### src/rtl/regfile_pkg.sv
// Shared types and helpers for the register-file writeback controller.
package regfile_pkg;

    localparam int NUM_REGS = 32;

    typedef logic [4:0]  reg_addr_t;
    typedef logic [31:0] xlen_t;

    typedef enum logic {
        WB_ALU = 1'b0,
        WB_LSU = 1'b1
    } wb_src_t;

    // One-hot decode of a register address into a bitmap lane
    function automatic logic [NUM_REGS-1:0] reg_onehot(input reg_addr_t addr);
        logic [NUM_REGS-1:0] oh;
        oh = {NUM_REGS{1'b0}};
        oh[addr] = 1'b1;
        return oh;
    endfunction

endpackage

### src/rtl/regfile_scoreboard.sv
// Busy bitmap of in-flight destination registers with read-hazard stall and idle flags.
module regfile_scoreboard
    import regfile_pkg::*;
(
    input  logic      clk,
    input  logic      reset,
    input  logic      iss_valid,
    input  reg_addr_t iss_rd,
    input  logic      rf_we,
    input  reg_addr_t rf_wa,
    input  reg_addr_t chk_ra1,
    input  reg_addr_t chk_ra2,
    output logic      stall,
    output logic      idle
);

    logic [NUM_REGS-1:0] busy_d;
    logic [NUM_REGS-1:0] busy_q;
    logic [NUM_REGS-1:0] set_mask_s;
    logic [NUM_REGS-1:0] clr_mask_s;
    logic                haz1_s;
    logic                haz2_s;

    // A source is hazardous unless the write port delivers it this very cycle
    function automatic logic src_hazard(input reg_addr_t ra, input logic [NUM_REGS-1:0] busy,
                                        input logic we, input reg_addr_t wa);
        return (ra != 5'd0) && busy[ra] && !(we && (wa == ra));
    endfunction

    // Next busy bitmap: set wins over clear, lane 0 never set
    always_comb begin
        set_mask_s = (iss_valid && (iss_rd != 5'd0)) ? reg_onehot(iss_rd) : {NUM_REGS{1'b0}};
        clr_mask_s = rf_we ? reg_onehot(rf_wa) : {NUM_REGS{1'b0}};
        busy_d     = ((busy_q & ~clr_mask_s) | set_mask_s) & ~{{(NUM_REGS-1){1'b0}}, 1'b1};
    end

    // Busy bitmap register
    always_ff @(posedge clk or negedge reset) begin
        if (!reset) begin
            busy_q <= {NUM_REGS{1'b0}};
        end else begin
            busy_q <= busy_d;
        end
    end

    // Hazard and idle indications
    always_comb begin
        haz1_s = src_hazard(chk_ra1, busy_q, rf_we, rf_wa);
        haz2_s = src_hazard(chk_ra2, busy_q, rf_we, rf_wa);
        stall  = reset && (haz1_s || haz2_s);
        idle   = (busy_q == {NUM_REGS{1'b0}});
    end

endmodule

### src/rtl/regfile_wb_ctrl.sv
// Writeback arbiter (ALU vs LSU) driving a registered register-file write port.
// Optional macro WB_ARB_RR_EN: round-robin arbitration; otherwise LSU has fixed priority.
module regfile_wb_ctrl
    import regfile_pkg::*;
(
    input  logic      clk,
    input  logic      reset,
    input  logic      alu_valid,
    input  reg_addr_t alu_rd,
    input  xlen_t     alu_data,
    output logic      alu_ready,
    input  logic      lsu_valid,
    input  reg_addr_t lsu_rd,
    input  xlen_t     lsu_data,
    output logic      lsu_ready,
    output logic      rf_we,
    output reg_addr_t rf_wa,
    output xlen_t     rf_wd,
    input  logic      iss_valid,
    input  reg_addr_t iss_rd,
    input  reg_addr_t chk_ra1,
    input  reg_addr_t chk_ra2,
    output logic      stall,
    output logic      idle
);

    wb_src_t   sel_src_s;
    logic      lsu_wins_s;
    logic      xfer_s;
    reg_addr_t sel_rd_s;
    xlen_t     sel_data_s;
    logic      rf_we_d;
    logic      rf_we_q;
    reg_addr_t rf_wa_d;
    reg_addr_t rf_wa_q;
    xlen_t     rf_wd_d;
    xlen_t     rf_wd_q;

`ifdef WB_ARB_RR_EN
    wb_src_t last_d;
    wb_src_t last_q;
`endif

    // Arbitration, grants and next write-port values
    always_comb begin
`ifdef WB_ARB_RR_EN
        lsu_wins_s = (last_q == WB_ALU);
`else
        lsu_wins_s = 1'b1;
`endif
        if (lsu_valid && (!alu_valid || lsu_wins_s)) begin
            sel_src_s = WB_LSU;
        end else begin
            sel_src_s = WB_ALU;
        end
        alu_ready  = reset && alu_valid && (sel_src_s == WB_ALU);
        lsu_ready  = reset && lsu_valid && (sel_src_s == WB_LSU);
        xfer_s     = alu_ready || lsu_ready;
        sel_rd_s   = (sel_src_s == WB_LSU) ? lsu_rd : alu_rd;
        sel_data_s = (sel_src_s == WB_LSU) ? lsu_data : alu_data;
        // x0 writes are accepted but never reach the register file
        rf_we_d    = xfer_s && (sel_rd_s != 5'd0);
        if (xfer_s) begin
            rf_wa_d = sel_rd_s;
            rf_wd_d = sel_data_s;
        end else begin
            rf_wa_d = rf_wa_q;
            rf_wd_d = rf_wd_q;
        end
`ifdef WB_ARB_RR_EN
        if (xfer_s) begin
            last_d = sel_src_s;
        end else begin
            last_d = last_q;
        end
`endif
    end

    // Write-port output register
    always_ff @(posedge clk or negedge reset) begin
        if (!reset) begin
            rf_we_q <= 1'b0;
            rf_wa_q <= 5'd0;
            rf_wd_q <= 32'd0;
        end else begin
            rf_we_q <= rf_we_d;
            rf_wa_q <= rf_wa_d;
            rf_wd_q <= rf_wd_d;
        end
    end

`ifdef WB_ARB_RR_EN
    // Last-grant register for round-robin fairness
    always_ff @(posedge clk or negedge reset) begin
        if (!reset) begin
            last_q <= WB_ALU;
        end else begin
            last_q <= last_d;
        end
    end
`endif

    assign rf_we = rf_we_q;
    assign rf_wa = rf_wa_q;
    assign rf_wd = rf_wd_q;

    regfile_scoreboard u_scoreboard (
        .clk       (clk),
        .reset     (reset),
        .iss_valid (iss_valid),
        .iss_rd    (iss_rd),
        .rf_we     (rf_we_q),
        .rf_wa     (rf_wa_q),
        .chk_ra1   (chk_ra1),
        .chk_ra2   (chk_ra2),
        .stall     (stall),
        .idle      (idle)
    );

endmodule

### config.mk
export PLATFORM = sky130hd
export DESIGN_NAME = regfile_wb_ctrl
export DESIGN_NICKNAME = d
export VERILOG_FILES = /design/src/rtl/regfile_pkg.sv /design/src/rtl/regfile_scoreboard.sv /design/src/rtl/regfile_wb_ctrl.sv
export SDC_FILE = /design/constraint.sdc
export NUM_CORES = 1
export LEC_CHECK = 0
export ABC_AREA = 0
export CAP_MARGIN = 30
export CORE_UTILIZATION = 40
export CTS_CLUSTER_DIAMETER = 200
export DETAILED_ROUTE_END_ITERATION = 8
export PLACE_DENSITY = 0.79
export SKIP_LAST_GASP = 1
export SLEW_MARGIN = 25
export SYNTH_ARGS = -nofsm -noshare
export SYNTH_HDL_FRONTEND = slang
export SYNTH_SLANG_ARGS = --single-unit
### constraint.sdc
create_clock -name clk -period 2.1 [get_ports clk]
set_input_delay 0.21 -clock clk [delete_from_list [all_inputs] [get_ports clk]]
set_output_delay 0.21 -clock clk [all_outputs]
set_load 0.05 [all_outputs]
==> results.yml, run 1 <==
outcome:
  status: "finished, violations left"
  violations: "negative setup slack"
global_routing:
  antenna_found_initial: 0
  grt_max_degree: 45
  grt_pass1_vias: 3831
  gr-total-overflow: 0
  grt.total_usage: 0.252
  grt_first_pass_wirelength_um: 19300
synthesis:
  synth_fp_nets: 479
  netlist_area_mm2: 0.00382
  synth.avg_cell_area_um2: 9.93
  yosys_warnings: 0
  synth_top_cell_area_share: 0.451
  async_flop_share: 1.00
  synthCells: 385
  seq_area_frac_synth: 0.451
  ys_types: 39
  yosys.area.top_type: "dfrtp_1"
  synthTopCellsByArea: "dfrtp_1 (45%), o21ai_0 (13%), mux2i_1 (11%)"
  synth_edf_count: 0
  ys.flop_type: "dfrtp_1"
  ys_ff_latch: 69
floorplanning:
  fp-row-count: 35
  start_util: 0.414
  ioPinCount: 136
  coreArea_mm2: 0.00924
  die_area_mm2: 0.00996
  die_w_um: 99.8
  die_y_um: 99.8
finish:
  n_fill_cell: 749
  layout-area-overhead-vs-synth_pct: 53.6
  final_cell_mix: "clkdlybuf4s50_1 (127), o21ai_0 (100), dfrtp_1 (69)"
  diodes: 0
  nets: 647
  final_common_cell: "clkdlybuf4s50_1"
  final_cells: 687
  drive_gt1_frac: 0.172
power_and_ir_drop:
  p_switching_uw: 1850
  leakagePower_uw: 0.00238
  p_comb_frac: 0.382
  p_int_uw: 3280
  pwr-share-clk: 0.242
  switching_share: 0.361
  p_per_area_mw_per_mm2: 874
  seq_power_share: 0.376
  total_power_uw: 5140
  vdd.ir_drop.worst_mv: 0.513
sta:
  setup_viol: 1
  timing.final.ws_setup_ps: -443
  slew_headroom: 0.626
  clock_skew_ps: 18.5
  finalCritPeriodShare: 1.21
  fmax_ghz: 0.393
  rsz0062_at_grt: "yes"
  setup_tns_ps: -443
  drv_slew: 0
  worst_pin_slew_ps: 559
  finalCriticalPeriod_ps: 2540
  final_hold_viol_count: 0
clocking:
  clock_path_buffers: 2
  cts_tree: "built"
  clockRootBuffer: "clkbuf_8"
  h-tree-depth: 3
  clock-sinks: 69
  clock_latency_ps: 350
  numCtsBuffers: 9
  clk_pin_slew_ps: 80
setup_path:
  cp_data_required_time_ps: 1890
  rr_worst_depth: 4
  worstPathMaxFanout: 2
  crit_path_max_incr_delay_ps: 470
  critPathBufInv: 1
  end_kind: "primary output"
  cp_num_cells: 6
  cp_slowest_cell: "mux4_2"
  crit_path_start_kind: "flip-flop"
  worstPathArrival_ps: 2330
  crit_family: "multiplexers"
  reg2reg_slack_ps: 480
  crit_chain: "mux4_2 -> mux4_2 -> and2_4 -> o31ai_4 -> a31oi_4 -> buf_6"
  path_common_cell: "mux4_2"
  worstSetupPathType: "flip-flop to primary output"
detailed_routing:
  vias_per_cell: 5.54
  num_vias: 3809
  routed_wl_um: 12200
  drc: 0
  first_pass_iters: 4
  drtAntennaViolNets: 0
  wl_per_cell_um: 17.7
  drt_iter0_markers: 252
place:
  dpl.hpwl_um: 9180
  io_buffers: 135
  dp.cells: 666
  gp_congestion: 0.905
worst_hold_path:
  min_delay_path_depth: 3
  hold_class: "primary input to flip-flop"
job:
  cap_violations: 0
-- sequential cells by signal (all words and copies together), names as in the netlist --
register	flops
rf_wd	32
rf_we	1
u_scoreboard.busy_q	31
rf_wa	5
-- cell families after synthesis --
kind of cell / share of synthesized area
flip-flops: 0.451
AO/OA/AOI/OAI: 0.155
buffers and inverters: 0.0285
AND/OR/NAND/NOR: 0.149
XOR/XNOR: 0.0229
multiplexers: 0.193
-- timing repair --
action | in CTS | in global routing
setup endpoints to repair | 1 | 2
endpoints found under the hold margin | 15 | 0
pin swaps | 2 | 3
gates resized for setup | 4 | 2
hold buffers | 1 | 0
cloned | 0 | 0
buffers inserted | 2 | 2
-- Yosys cell counts, types with 2 or more instances --
cell         n
mux4_2       6
nor2_1       8
or3_1        3
a2111oi_0    2
and3b_1      3
or3b_2       5
o21ai_0    101
xor2_1       8
dfrtp_1     69
xnor2_1      2
nand2_1     44
nor4_1      11
clkbuf_1    23
mux4_1       4
nand4_1      2
buf_1        2
nand3b_1    10
nor2b_1      2
nor3_1       4
nor3b_1      2
mux2_2       6
nand3_1      9
mux2i_1     43
-- layer usage --
| layer | track usage | wire length, um | vias up |
|---|---|---|---|
| li1 | - | - | 1755 |
| met1 | 0.314 | 4820 | 1847 |
| met2 | 0.423 | 6120 | 172 |
| met3 | 0.0494 | 826 | 35 |
| met4 | 0.115 | 397 | 0 |
| met5 | 0 | 0 | - |
-- power by group through the flow --
stage | logic (uW) | registers, uW | clock network, uW
6_report | 1960 | 1930 | 1250
2_1_floorplan | 691 | 2200 | 0
3_5_place_dp | 1880 | 1940 | 0
4_1_cts | 1920 | 1910 | 1260
3_3_place_gp | 1830 | 1930 | 0
5_1_grt | 2100 | 1960 | 1330
-- per-stage QoR --
stage,setup slack (ps),instance area (um2),hold slack [ps],util
floorplan,-1.78,3850,-85.6,-
global placement,-615,5590,222,0.605
detailed placement,-632,5590,224,0.605
CTS,-445,5850,366,0.633
global route,-498,5880,386,0.636
finish,-443,5880,376,0.636
-- layout make-up --
| type | instances | area (um2) | area share |
|---|---|---|---|
| clock buffers | 10 | 138 | 0.0234 |
| clock inverters | 6 | 93.8 | 0.0160 |
| inverters | 1 | 3.75 | 0.000639 |
| multi-input cells | 289 | 2030 | 0.345 |
| flip-flops and latches | 69 | 1730 | 0.294 |
| well taps | 129 | 161 | 0.0275 |
| repair buffers | 183 | 1720 | 0.293 |
-- final timing paths --
path	startpoint	endpoint
worst min register to register	rf_wd[20]	rf_wd[20]
max in group asynchronous	reset	rf_wd[19]
worst max-delay path	u_scoreboard.busy_q[9]	stall
worst min-delay path	lsu_valid	rf_wa[4]
worst max register to register	rf_wa[2]	u_scoreboard.busy_q[16]
min in group asynchronous	reset	rf_wd[31]
-- worst min-delay path: stages --
cell and delay, ps:
buf_2 210, mux2i_1 170, o21ai_0 80
Power figures use the tool's default switching activity.
==> run 2: changes to the inputs <==
--- a/config.mk
+++ b/config.mk
@@ -8,6 +8,7 @@
 export ABC_AREA = 0
 export CAP_MARGIN = 30
 export CORE_UTILIZATION = 40
+export CTS_BUF_LIST = sky130_fd_sc_hd__clkbuf_4 sky130_fd_sc_hd__clkbuf_8
 export CTS_CLUSTER_DIAMETER = 200
 export DETAILED_ROUTE_END_ITERATION = 8
 export PLACE_DENSITY = 0.79
==> results of run 2 <==
The final DEF is identical to that of run 1; final timing and power are the same.
==> run 3: changes to the inputs <==
--- a/config.mk
+++ b/config.mk
@@ -11,7 +11,8 @@
 export CTS_BUF_LIST = sky130_fd_sc_hd__clkbuf_4 sky130_fd_sc_hd__clkbuf_8
 export CTS_CLUSTER_DIAMETER = 200
 export DETAILED_ROUTE_END_ITERATION = 8
-export PLACE_DENSITY = 0.79
+export GPL_ROUTABILITY_DRIVEN = 0
+export PLACE_DENSITY = 0.77
 export SKIP_LAST_GASP = 1
 export SLEW_MARGIN = 25
 export SYNTH_ARGS = -nofsm -noshare
==> constraint.sdc (replaced) <==
create_clock -name clk -period 2.72 [get_ports clk]
set_input_delay 0.272 -clock clk [delete_from_list [all_inputs] [get_ports clk]]
set_output_delay 0.272 -clock clk [all_outputs]
set_load 0.05 [all_outputs]
==> results.yml, run 3 (same netlist as run 1, synthesis figures left out) <==
sta:
  finalCritPeriodShare: 0.988
  finalCriticalPeriod_ps: 2690
  drv_slew: 0
  clock_skew_ps: 11.1
  timing.final.ws_setup_ps: 31.9
  fmax_ghz: 0.372
  slew_headroom: 0.528
  setup_viol: 0
  worst_pin_slew_ps: 705
  final_hold_viol_count: 0
  setup_tns_ps: 0
  rsz0062_at_grt: "yes"
worst_hold_path:
  min_from: "lsu_valid"
  hold_class: "primary input to flip-flop"
  min_delay_path_depth: 3
  min_to: "rf_wa[3]"
place:
  place_area_mm2: 0.00535
  dp_worst_setup_slack_ps: -219
  dpl.hpwl_um: 8380
  dp.cells: 637
  io_buffers: 135
power_and_ir_drop:
  leakagePower_uw: 0.00223
  p_per_area_mw_per_mm2: 666
  vdd.ir_drop.worst_mv: 0.320
clocking:
  cts_tree: "built"
  clockRootBuffer: "clkbuf_8"
  clk_pin_slew_ps: 80
  numCtsBuffers: 9
  clock-sinks: 69
  clock_path_buffers: 2
  h-tree-depth: 3
  clock_latency_ps: 340
setup_path:
  r2r-end: "u_scoreboard.busy_q[18]"
  crit_family: "multiplexers"
  worstSetupPathType: "flip-flop to primary output"
  cp_data_required_time_ps: 2450
  crit_path_max_incr_delay_ps: 490
  path_common_cell: "mux4_2"
  r2r_start: "rf_wa[4]"
  critPathBufInv: 1
  cp_num_cells: 6
  crit_chain: "mux4_2 -> mux4_2 -> and2_0 -> o31ai_1 -> a31oi_1 -> buf_4"
  rr_worst_depth: 3
  end_kind: "primary output"
  worstPathMaxFanout: 4
  crit_path_start_kind: "flip-flop"
  worstPathArrival_ps: 2420
  cp_slowest_cell: "mux4_2"
  reg2reg_slack_ps: 1100
finish:
  final_common_cell: "clkdlybuf4s50_1"
  drive_gt1_frac: 0.110
  diodes: 0
  final_cells: 658
  final_cell_mix: "clkdlybuf4s50_1 (131), o21ai_0 (100), dfrtp_1 (69)"
  final_cell_area_mm2: 0.00560
  n_fill_cell: 782
  final_core_util: 0.606
  ff_latch_area_mm2: 0.00173
  nets: 618
  largest_register_ffs: 32
  multi_input_area_mm2: 0.00199
  layout-area-overhead-vs-synth_pct: 46.4
job:
  cap_violations: 0
global_routing:
  grt_pass1_vias: 3510
  grt_max_degree: 45
  grt_first_pass_wirelength_um: 17700
  antenna_found_initial: 0
  grt.total_usage: 0.229
  gr-total-overflow: 0
floorplanning:
  ioPinCount: 136
  coreArea_mm2: 0.00924
  die_w_um: 99.8
  start_util: 0.414
  die_y_um: 99.8
  fp-row-count: 35
  die_area_mm2: 0.00996
detailed_routing:
  num_vias: 3599
  vias_per_cell: 5.47
  first_pass_iters: 5
  drtAntennaViolNets: 0
  drt_iter0_markers: 296
  wl_per_cell_um: 16.9
  routed_wl_um: 11100
  drc: 0
outcome:
  status: "complete, no violations"
[run 3: what timing repair did]
item	in CTS	in global routing
endpoints found under the hold margin	31	0
setup buffers	2	2
setup endpoints to repair	1	1
gates resized for setup	2	1
hold buffers	1	0
pin swaps	0	3
[run 3: area by class of cell]
class | instances | share of cell area
Timing Repair Buffer | 154 | 0.267
Sequential cell | 69 | 0.308
Clock buffer | 10 | 0.0235
Inverter | 1 | 0.000670
Tap cell | 129 | 0.0288
Clock inverter | 6 | 0.0156
Multi-Input combinational cell | 289 | 0.356
[run 3: worst reg2reg max path: stages (launching register included)]
cell and delay (ps):
dfrtp_1 650, or3b_2 520, o21ai_0 200, o21ai_0 110
[run 3: report_power, final]
part	leakage, uW	switching (uW)	total (uW)	internal [uW]
sequential	0.000787	300	1570	1270
clock	0.000114	383	909	526
combinational	0.00133	667	1250	585
[run 3: routing by layer]
layer | global-route usage | vias up | routed length (um)
li1 | - | 1705 | -
met1 | 0.302 | 1722 | 4610
met2 | 0.385 | 158 | 5660
met3 | 0.0362 | 14 | 727
met4 | 0.0769 | 0 | 140
met5 | 0 | - | 0
[run 3: how the worst max path moves through the flow]
stage,from,slack (ps),end
3_5_place_dp,chk_ra1[0],-220,stall
2_1_floorplan,chk_ra2[2],20,stall
4_1_cts,u_scoreboard.busy_q[11],10,stall
5_1_grt,u_scoreboard.busy_q[11],-30,stall
6_report,u_scoreboard.busy_q[27],30,stall
3_3_place_gp,chk_ra1[0],-190,stall
[run 3: metrics by stage]
stage               hold WS [ps]  power, uW
floorplan                  -23.6       2210
global placement             345       2740
detailed placement           345       2780
CTS                          420       3710
global route                 459       3900
finish                       431       3730
